$ cat src/rtl/uart_pkg.sv
// uart_pkg: UART constants shared with uart_rx/uart_tx and the arbiter state encoding.
// UART_ARB_SRC_TAG_EN adds the tag-frame states.
package uart_pkg;
   localparam int CLK_FREQ       = 50_000_000;
   localparam int BAUD_RATE      = 115_200;
   localparam int DATA_WIDTH_DEF = 8;
   localparam logic [3:0] TAG_PREFIX = 4'hA;
`ifdef UART_ARB_SRC_TAG_EN
   typedef enum logic [2:0] {IDLE, GRANT, TAG_START, TAG_WAIT, START, WAIT} arb_state_t;
`else
   typedef enum logic [2:0] {IDLE, GRANT, START, WAIT} arb_state_t;
`endif
endpackage

$ cat src/rtl/rr_arbiter.sv
// rr_arbiter: combinational round-robin pick; first requester at or above ptr, wrapping.
module rr_arbiter #(
   parameter int NUM_REQ  = 4,
   parameter int ID_WIDTH = 2
) (
   input  logic [NUM_REQ-1:0]  req,
   input  logic [ID_WIDTH-1:0] ptr,
   output logic [NUM_REQ-1:0]  grant,
   output logic [ID_WIDTH-1:0] idx
);
   logic [NUM_REQ-1:0] cand;
   // scan from the far end so the lowest offset from ptr is the last writer
   always_comb begin
      grant = '0;
      idx   = '0;
      cand  = '0;
      for (int k = NUM_REQ - 1; k >= 0; k--) begin
         cand = NUM_REQ'(1) << ((int'(ptr) + k) % NUM_REQ);
         if (|(req & cand)) begin
            grant = cand;
            idx   = ID_WIDTH'((int'(ptr) + k) % NUM_REQ);
         end
      end
   end
endmodule

$ cat src/rtl/uart_tx_arbiter.sv
// uart_tx_arbiter: round-robin sharing of one uart_tx among NUM_REQ byte requesters.
// Optional UART_ARB_SRC_TAG_EN sends a {4'hA, grant_id} tag frame ahead of each data byte.
module uart_tx_arbiter
   import uart_pkg::*;
#(
   parameter int NUM_REQ    = 4,
   parameter int DATA_WIDTH = DATA_WIDTH_DEF,
   parameter int ID_WIDTH   = 2
) (
   input  logic                          clk,
   input  logic                          reset,
   input  logic [NUM_REQ-1:0]            req_valid,
   input  logic [NUM_REQ*DATA_WIDTH-1:0] req_data,
   output logic [NUM_REQ-1:0]            req_ready,
   output logic                          tx_data_valid,
   output logic [DATA_WIDTH-1:0]         tx_byte,
   input  logic                          tx_busy,
   input  logic                          tx_done,
   output logic [ID_WIDTH-1:0]           grant_id,
   output logic                          arb_busy
);
   arb_state_t state, state_d;
   logic [NUM_REQ-1:0] pick, req_ready_d;
   logic [ID_WIDTH-1:0] pick_idx, rr_ptr, rr_ptr_d, grant_id_d;
   logic [DATA_WIDTH-1:0] hold_q, hold_d, tx_byte_d;
   logic take, fire;

   rr_arbiter #(.NUM_REQ(NUM_REQ), .ID_WIDTH(ID_WIDTH)) u_rr (
      .req   (req_valid),
      .ptr   (rr_ptr),
      .grant (pick),
      .idx   (pick_idx)
   );

   always_ff @(posedge clk or negedge reset)
      if (!reset) begin
         state         <= IDLE;
         rr_ptr        <= '0;
         hold_q        <= '0;
         req_ready     <= '0;
         tx_data_valid <= 1'b0;
         tx_byte       <= '0;
         grant_id      <= '0;
      end else begin
         state         <= state_d;
         rr_ptr        <= rr_ptr_d;
         hold_q        <= hold_d;
         req_ready     <= req_ready_d;
         tx_data_valid <= fire;
         tx_byte       <= tx_byte_d;
         grant_id      <= grant_id_d;
      end

   always_comb begin
      state_d = state;
      case (state)
         IDLE:      state_d = |req_valid ? GRANT : IDLE;
`ifdef UART_ARB_SRC_TAG_EN
         GRANT:     state_d = |req_valid ? TAG_START : IDLE;
         TAG_START: state_d = tx_busy ? TAG_START : TAG_WAIT;
         TAG_WAIT:  state_d = tx_done ? START : TAG_WAIT;
`else
         GRANT:     state_d = |req_valid ? START : IDLE;
`endif
         START:     state_d = tx_busy ? START : WAIT;
         WAIT:      state_d = tx_done ? IDLE : WAIT;
         default:   state_d = IDLE;
      endcase
   end

   always_comb begin
      take        = state == GRANT && |req_valid;
      req_ready_d = take ? pick : '0;
      hold_d      = take ? req_data[int'(pick_idx)*DATA_WIDTH +: DATA_WIDTH] : hold_q;
      grant_id_d  = take ? pick_idx : grant_id;
      rr_ptr_d    = !take ? rr_ptr : pick_idx == ID_WIDTH'(NUM_REQ - 1) ? '0 : pick_idx + 1'b1;
`ifdef UART_ARB_SRC_TAG_EN
      fire        = (state == START || state == TAG_START) && !tx_busy;
      tx_byte_d   = !fire ? tx_byte :
                    state == TAG_START ? DATA_WIDTH'({TAG_PREFIX, 4'(grant_id)}) : hold_q;
`else
      fire        = state == START && !tx_busy;
      tx_byte_d   = fire ? hold_q : tx_byte;
`endif
   end

   assign arb_busy = state != IDLE;
endmodule

$ cat config.mk
export PLATFORM = sky130hd
export DESIGN_NAME = uart_tx_arbiter
export DESIGN_NICKNAME = d
export VERILOG_FILES = /design/src/rtl/uart_pkg.sv /design/src/rtl/rr_arbiter.sv /design/src/rtl/uart_tx_arbiter.sv
export SDC_FILE = /design/constraint.sdc
export NUM_CORES = 1
export LEC_CHECK = 0
export ABC_AREA = 1
export CAP_MARGIN = 20
export CORE_MARGIN = 10
export CORE_UTILIZATION = 47
export DETAILED_ROUTE_END_ITERATION = 10
export PLACE_DENSITY_LB_ADDON = 0.08
export SETUP_SLACK_MARGIN = 0.1
export SLEW_MARGIN = 10
export SYNTH_ARGS = -nofsm -noshare
export SYNTH_HDL_FRONTEND = slang
export SYNTH_SLANG_ARGS = --single-unit
$ cat constraint.sdc
create_clock -name clk -period 2.21 [get_ports clk]
set_input_delay 0.3315 -clock clk [delete_from_list [all_inputs] [get_ports clk]]
set_output_delay 0.3315 -clock clk [all_outputs]
set_load 0.005 [all_outputs]
== Word level (Yosys, flattened, before mapping) ==
Index checks and enable logic that the tools add are counted.

* Bits in registers: 28
* Bits of input ports: 40
* Output and inout port bits: 16
* Logic and storage cells: 55

* Add/sub/neg operators: 4
* Equal/unequal tests: 4
* Shift-type cells: 5
* Muxes and demuxes: 15
* Bitwise gates (word level): 7
* Reduce and logical (&&, ||, !) cells: 13

{| class="wikitable"
|+ Operators by type and width
! kind !! number
|-
| $shl 1x32->4 const A || 3
|-
| $shiftx 32x6->8 || 1
|-
| $mux 4 || 5
|-
| $reduce_or 4->1 || 5
|-
| $and 4x4->4 || 4
|-
| $mux 2 || 7
|-
| $pmux 2 s4 || 1
|-
| $eq 3x2->1 const B || 2
|-
| $reduce_or 2->1 || 3
|-
| $add 2x1->2 const B || 2
|-
| $add 2x2->2 const B || 2
|-
| $shl 1x2->4 const A || 1
|-
| $and 1x1->1 const A || 3
|-
| $eq 3x1->1 const B || 1
|-
| $logic_not 3->1 || 1
|-
| $reduce_bool 3->1 || 1
|-
| $eq 2x2->1 const B || 1
|-
| $logic_and 1x1->1 || 2
|-
| $mux 1 || 2
|-
| $logic_not 1->1 || 1
|}

== Depth between registers and ports, before layout ==
* Depth after elaboration: 12
* Gate-level depth with buffers: 17
* Mapped depth without buffers: 16

== By module ==
From an unflattened synthesis, not the netlist that was laid out.

* Cell total of the unflattened synthesis: 314
* Area, all modules: 1973.1 µm²

{| class="wikitable"
|+ Modules (own cells, without submodules)
! module !! times used !! cells each !! area each (µm²) !! seq. area each (µm²)
|-
| uart_tx_arbiter || 1 || 212 || 1436.4 || 675.6
|-
| rr_arbiter || 1 || 102 || 536.8 || 0.0
|}

== Worst setup path before layout ==
Ideal clock, no wire load.

* Path kind: register to register
* From: register rr_ptr[0]
* To: register hold_q[0]
* Library setup time: 117 ps
* Arrival time: 1841 ps
* Required time: 2093 ps
* Setup slack: 252 ps
* Cell stages (with the launch flop): 16
* Path buffers: 1
* Clock period less this slack: 1958 ps
* Cell sequence: dfrtp_1 -> inv_1 -> ha_1 -> nand2_1 -> nand2_2 -> nor2_4 -> inv_4 -> nor2_4 -> nand2_4 -> nand2_8 -> buf_12 -> nand2_1 -> nand3_1 -> nand2_1 -> nand2_1 -> nand2_1

* Longest elaborated chain between the ends: 11
* Elaborated cells on any way between the ends: 26
* Those cells by class: add/sub: 3; shift: 5; mux: 4; bitwise: 7; reduce/logical: 7

{| class="wikitable"
|+ RTL lines
! what !! line !! text
|-
| start, declared || uart_tx_arbiter.sv:24 || <nowiki>logic [ID_WIDTH-1:0] pick_idx, rr_ptr, rr_ptr_d, grant_id_d;</nowiki>
|-
| start signal, assigned || uart_tx_arbiter.sv:46 || <nowiki>rr_ptr <= rr_ptr_d;</nowiki>
|-
| $add 2x2->2 || rr_arbiter.sv:18, rr_arbiter.sv:21 ||
|-
| $reduce_or 2->1 (no line) || - ||
|-
| $and 1x1->1 (no line) || - ||
|-
| $shl 1x32->4 || rr_arbiter.sv:18 || <nowiki>cand = NUM_REQ'(1) << ((int'(ptr) + k) % NUM_REQ);</nowiki>
|-
| $and 4x4->4 || rr_arbiter.sv:19 || <nowiki>if (|(req & cand)) begin</nowiki>
|-
| $reduce_or 4->1 || rr_arbiter.sv:19 ||
|-
| $mux 2 (3 in a row) || rr_arbiter.sv:19 ||
|-
| $mux 2 (*) || rr_arbiter.sv:19 ||
|-
| $shiftx 32x6->8 (*) || uart_tx_arbiter.sv:74 || <nowiki>hold_d = take ? req_data[int'(pick_idx)*DATA_WIDTH +: DATA_WIDTH] : hold_q;</nowiki>
|-
| end signal, assigned || uart_tx_arbiter.sv:47 || <nowiki>hold_q <= hold_d;</nowiki>
|-
| end, declared || uart_tx_arbiter.sv:25 || <nowiki>logic [DATA_WIDTH-1:0] hold_q, hold_d, tx_byte_d;</nowiki>
|}

Every way passes the cells marked *; elsewhere a longest branch is shown, timed or not.
A chain may end at the register's enable or synchronous reset.

== Worst setup path in the final report ==
* From: register rr_ptr[0]
* To: register hold_q[1]

The elaborated chain is that of the path after synthesis.

==> results.toml <==
[clock_tree]
tritoncts = "built"
h-tree-depth = 1
clk_pin_slew_ps = 100
insertion_delay_ps = 270
holdBufCountCts = 0
cts_buffers = 3
clock-sinks = 27
clock_tree.buffer_depth = 2
cts_root_buffer = "clkbuf_8"

[worst_setup_path]
cp_top_family = "simple AND/OR/NAND/NOR gates"
cp_cell_sequence = "inv_4, ha_4, nand2_1, nand2_2, nor2_4, buf_4, nand2_2, nand2_8, buf_6, nand3b_1, nand3_1, nand2_1, nand2_1, nand2_1"
reg2reg_slack_ps = 210
critPathCaptureType = "register"
cp_max_fo = 10
slowest_delay_ps = 450
cp_common_cell = "nand2_1"
arrival_ps = 2170
worst-path-buf-inv = 3
startpoint_type = "register"
required_ps = 2380
crit_type = "register to register"
critPathSlowestCell = "dfrtp_2"

[placement]
dp_hpwl_mm = 3.59
port_buffers = 55
dp_cells = 359
placed_area_sq_mm = 0.00241
routabilityCongestion = 0.887

[layout]
fillers = 326
diodes = 0
most-common-layout-cells = "nand2_1 (117), clkdlybuf4s50_1 (55), dfrtp_1 (25)"
stdcell_area_sq_mm = 0.00266
final_common_cell = "nand2_1"
layout.nets = 374
final_layout_size_suffix_gt1_frac = 0.164
syn_to_final_growth_pct = 46.4
seqCellArea_sq_um = 678
fin_cells = 377
multi_input_area_sq_mm = 0.00108

[power]
power_leakage_nw = 1.32
p_per_area_mw_per_mm2 = 1590
ir_drop_uv = 804

[timing]
period_share = 0.905
maxSlewHeadroom = 0.625
rsz0062_at_grt = "false"
fmax_ghz = 0.500
setup_viol = 0
final_hold_viol_count = 0
fin_worst_skew_ps = 1.93
fin_crit_ps = 2000
finalMaxSlewViolations = 0
tns_ps = 0
tightest_slew_ps = 560
whs_ps = 417

[die]
io_pins = 56
start_util = 0.492
core_sq_mm = 0.00369
fp-row-count = 22
die_x_um = 82.1
fp.dieArea_sq_mm = 0.00674
die_y_um = 82.1

[run]
drv_cap = 0

[logic_synthesis]
syn_area_sq_mm = 0.00181
synth_fp_nets = 300
synth_cell_types = 28
ys_seq_elements = 27
yosys_warnings = 0
synth.avg_cell_area_sq_um = 7.08
synthCells = 256
yosysSeqAreaShare = 0.373

[global_routing]
grt_max_degree = 28
busiest_layer = "met2"
grt.total_usage = 0.136
grtUsageMet1 = 0.167
gr-usage-met2 = 0.231
grt-ovfl-total = 0
antenna_found_initial = 0
grt_pass1_vias = 1755
grt_pass1_wl_mm = 7.45
gr-usage-met3 = 0.0313

[drt]
drc = 0
vias_per_cell = 4.88
post_drt_wl_per_cell_um = 13.3
firstDrtPassIters = 4
wl_mm = 5.02
drt-initial-drc-count = 197
vias = 1839
ant_nets = 0

[outcome]
outcome = "completed"

[hold_path]
hold_class = "input pin to async pin"
==> sequential cells by signal, indices dropped and copies added, names as in the netlist <==
signal and flops:
hold_q 8, tx_byte 8, req_ready 4, grant_id 2, rr_ptr 2, state 2, tx_data_valid 1
==> report_power, final <==
part | internal (mW) | total [mW] | switching, mW
registers | 0.722 | 0.857 | 0.135
logic | 1.28 | 3.08 | 1.80
clock network | 0.128 | 0.287 | 0.159
==> synthesized netlist by cell type <==
master	n	area, sq um
nand3b_1	8	60.1
nor2_2	2	12.5
clkinv_1	1	3.75
dfrtp_1	27	676
nor4_1	1	6.26
inv_4	1	6.26
o211ai_1	1	7.51
nor2_1	5	18.8
buf_12	1	20.0
nand3_1	19	95.1
a21oi_1	5	25.0
buf_2	2	10.0
nand2_4	4	45.0
o21ai_1	1	5.00
o21a_1	2	15.0
nor3_2	1	10.0
a211oi_1	3	22.5
buf_6	2	22.5
o21ai_0	7	35.0
nand2_2	8	50.1
nand2_1	118	443
inv_1	24	90.1
nor2_4	3	33.8
buf_4	1	7.51
nand2_8	1	20.0
ha_1	4	50.1
o22ai_1	3	18.8
inv_2	1	3.75
==> area by class of cell <==
type / instances / share of cell area
clock buffer: 3 / 0.0156
clock inverter: 1 / 0.00283
inverter: 27 / 0.0410
multi-input combinational: 199 / 0.406
sequential: 27 / 0.255
tap: 48 / 0.0226
timing repair buffer: 72 / 0.257
==> repair_timing <==
item,in CTS,in global routing
setup endpoints to repair,8,12
buffers inserted,1,10
resized for setup,4,16
pin swaps,2,8
cloned,1,2
==> path summary, 6_finish.rpt <==
kind                                           to  depth (start not counted)              startpoint
min reg2reg                tx_byte[1]$_DFFE_PN0P_                          2  tx_byte[1]$_DFFE_PN0P_
max                         hold_q[1]$_DFFE_PN0P_                         14   rr_ptr[0]$_DFFE_PN0P_
max reg2reg                 hold_q[1]$_DFFE_PN0P_                         14   rr_ptr[0]$_DFFE_PN0P_
max in group asynchronous   rr_ptr[0]$_DFFE_PN0P_                          2                   reset
min                        req_ready[2]$_DFF_PN0_                          2                   reset
min in group clk           tx_byte[1]$_DFFE_PN0P_                          2  tx_byte[1]$_DFFE_PN0P_
==> metal layers <==
metal | vias to the layer above | share of wire | routed length (um)
met4 | 0 | 0.012 | 58
met5 | - | 0 | 0
met1 | 809 | 0.43 | 2160
li1 | 951 | - | -
met3 | 6 | 0.086 | 432
met2 | 73 | 0.47 | 2370
==> kinds of logic after synthesis <==
family,count (synthesis),share of synthesized area
AO/OA/AOI/OAI,22,0.0711
adder cells (fa/ha/maj),4,0.0276
buffers and inverters,33,0.0904
flip-flops,27,0.373
AND/OR/NAND/NOR,170,0.438
==> metrics by stage <==
stage | power (mW) | util | setup slack, ps
after detailed placement | 3.39 | 0.653 | 4.20
after global routing | 4.61 | 0.720 | 47.6
after global placement | 3.35 | 0.653 | 42.0
after CTS | 3.80 | 0.676 | 115
final | 4.22 | 0.720 | 210
after floorplan | 2.73 | - | 252
No activity file was read; power rests on OpenSTA's default activity.
==> RTL edit, RTL diff (same flow settings) <==
`NUM_REQ` is set to 4 in 2 places; all go to 3.
--- a/src/rtl/rr_arbiter.sv
+++ b/src/rtl/rr_arbiter.sv
@@ -1,6 +1,6 @@
 // rr_arbiter: combinational round-robin pick; first requester at or above ptr, wrapping.
 module rr_arbiter #(
-   parameter int NUM_REQ  = 4,
+   parameter int NUM_REQ  = 3,
    parameter int ID_WIDTH = 2
 ) (
    input  logic [NUM_REQ-1:0]  req,
--- a/src/rtl/uart_tx_arbiter.sv
+++ b/src/rtl/uart_tx_arbiter.sv
@@ -3,7 +3,7 @@
 module uart_tx_arbiter
    import uart_pkg::*;
 #(
-   parameter int NUM_REQ    = 4,
+   parameter int NUM_REQ    = 3,
    parameter int DATA_WIDTH = DATA_WIDTH_DEF,
    parameter int ID_WIDTH   = 2
 ) (
Ports: changed (resized req_data, req_ready and req_valid); port bits go from 56 to 46. No check against the original RTL was run, so the function may have changed too.
==> RTL edit against the original RTL <==
Power down 30%. Sequential share of layout area grew 5.2 points. Sequential cell count decreased by 1. Routed wire length fell by 27%. Sequential power is 6.4% lower. First-iteration DRC count is 76% lower. Critical endpoint is now hold_q[7]. Die area decreased by 12%. Critical path type unchanged. Cell count down 24%. Setup slack better by 56 ps. Synthesized area shrank 16%. Worst hold slack lost 52 ps. Synthesized cell count shrank 23%. Design area is 20% lower.
==> RTL edit: results (changes against the original RTL) <==
The maximum VDD drop came out at 0.717 mV (was 0.804 mV). Registers with the highest flip-flop counts: hold_q x8, tx_byte x8, req_ready x3 (was hold_q x8, tx_byte x8, req_ready x4). The run gives 0 (was 1) as the number of buffers inserted by post-CTS setup repair.

The number of cells upsized or downsized after cts is 0 (was 4), and the total half-perimeter wirelength after legalization and detailed placement is 2980 microns (was 3590 microns). The logic gate share of total power was 62.1% (was 72.9%); the routed length on met3 was 358 microns (was 432 microns). The clock transition time at the flip-flop clock pins of the worst setup and hold paths is 140 ps (was 100 ps).

The tools report the total length of routed met2 wires as 1630 microns (was 2370 microns). The logs give 279 (was 374) for the number of nets in the finished design and 42.7% (was 37.3%) for the sequential cell area fraction in the yosys report. The setup clock skew after layout is 2.86 ps (was 1.93 ps), and the critical-path maximum fanout is 11 (was 10). The number of non-clock inverters in the layout came out at 25 (was 27). The run gives 320 ps (was 270 ps) as the clock insertion delay at the later pin of the skew report. The flow ran to the end, and the final reports show no timing, DRC or antenna violations. The via count was 1354 (was 1839). For the met1 capacity usage during global routing, the log shows 13.9% (was 16.7%).

Measured slew at the worst slew-check pin: 436 ps (was 560 ps). The met1 layer wirelength in the final routing is 1620 microns (was 2160 microns), and the portion of the layout cell area used by clock cells is 2.48% (was 1.84%). The fraction of area in registers was 30.8% (was 25.5%). The portion of total power attributed to the clock network is 10.8% (was 6.8%). The average wire length per cell after detail routing works out to 12.7 microns (was 13.3 microns). The library cell contributing the largest single delay on the critical path was dfrtp_1 (was dfrtp_2). The multi-input gate share of total cell area is 36.7% (was 40.6%). The met3 usage is 5.24% (was 3.13%).
[RTL edit: per-stage QoR]
step / setup WS (ps) / area [sq um] / hold WS [ps] / cells
global placement: 200 / 2010 / 454 / 284
floorplan: 450 / 1530 / 35.9 / 196
global route: 100 / 2120 / 389 / 288
CTS: 122 / 2070 / 365 / 288
finish: 266 / 2120 / 365 / 288
detailed placement: 75.4 / 2010 / 458 / 284
[RTL edit: final timing paths]
kind                       startpoint      endpoint  slack (ps)  cells after the start
min in group clk           tx_byte[7]    tx_byte[7]         480                      2
min reg2reg                tx_byte[7]    tx_byte[7]         480                      2
min                             reset  req_ready[1]         370                      2
max                         rr_ptr[0]     hold_q[7]         270                     11
max in group asynchronous       reset     hold_q[0]        1600                      2
max reg2reg                 rr_ptr[0]     hold_q[7]         270                     11
[RTL edit: worst reg2reg max path: cells and delay by family, from the launching register on]
family                     cells  cell delay (ps)
adders and majority gates      1              310
AOI/OAI and AO/OA              1              130
buffers and inverters          2              230
and+or+nand+nor                7              820
DFF                            1              400
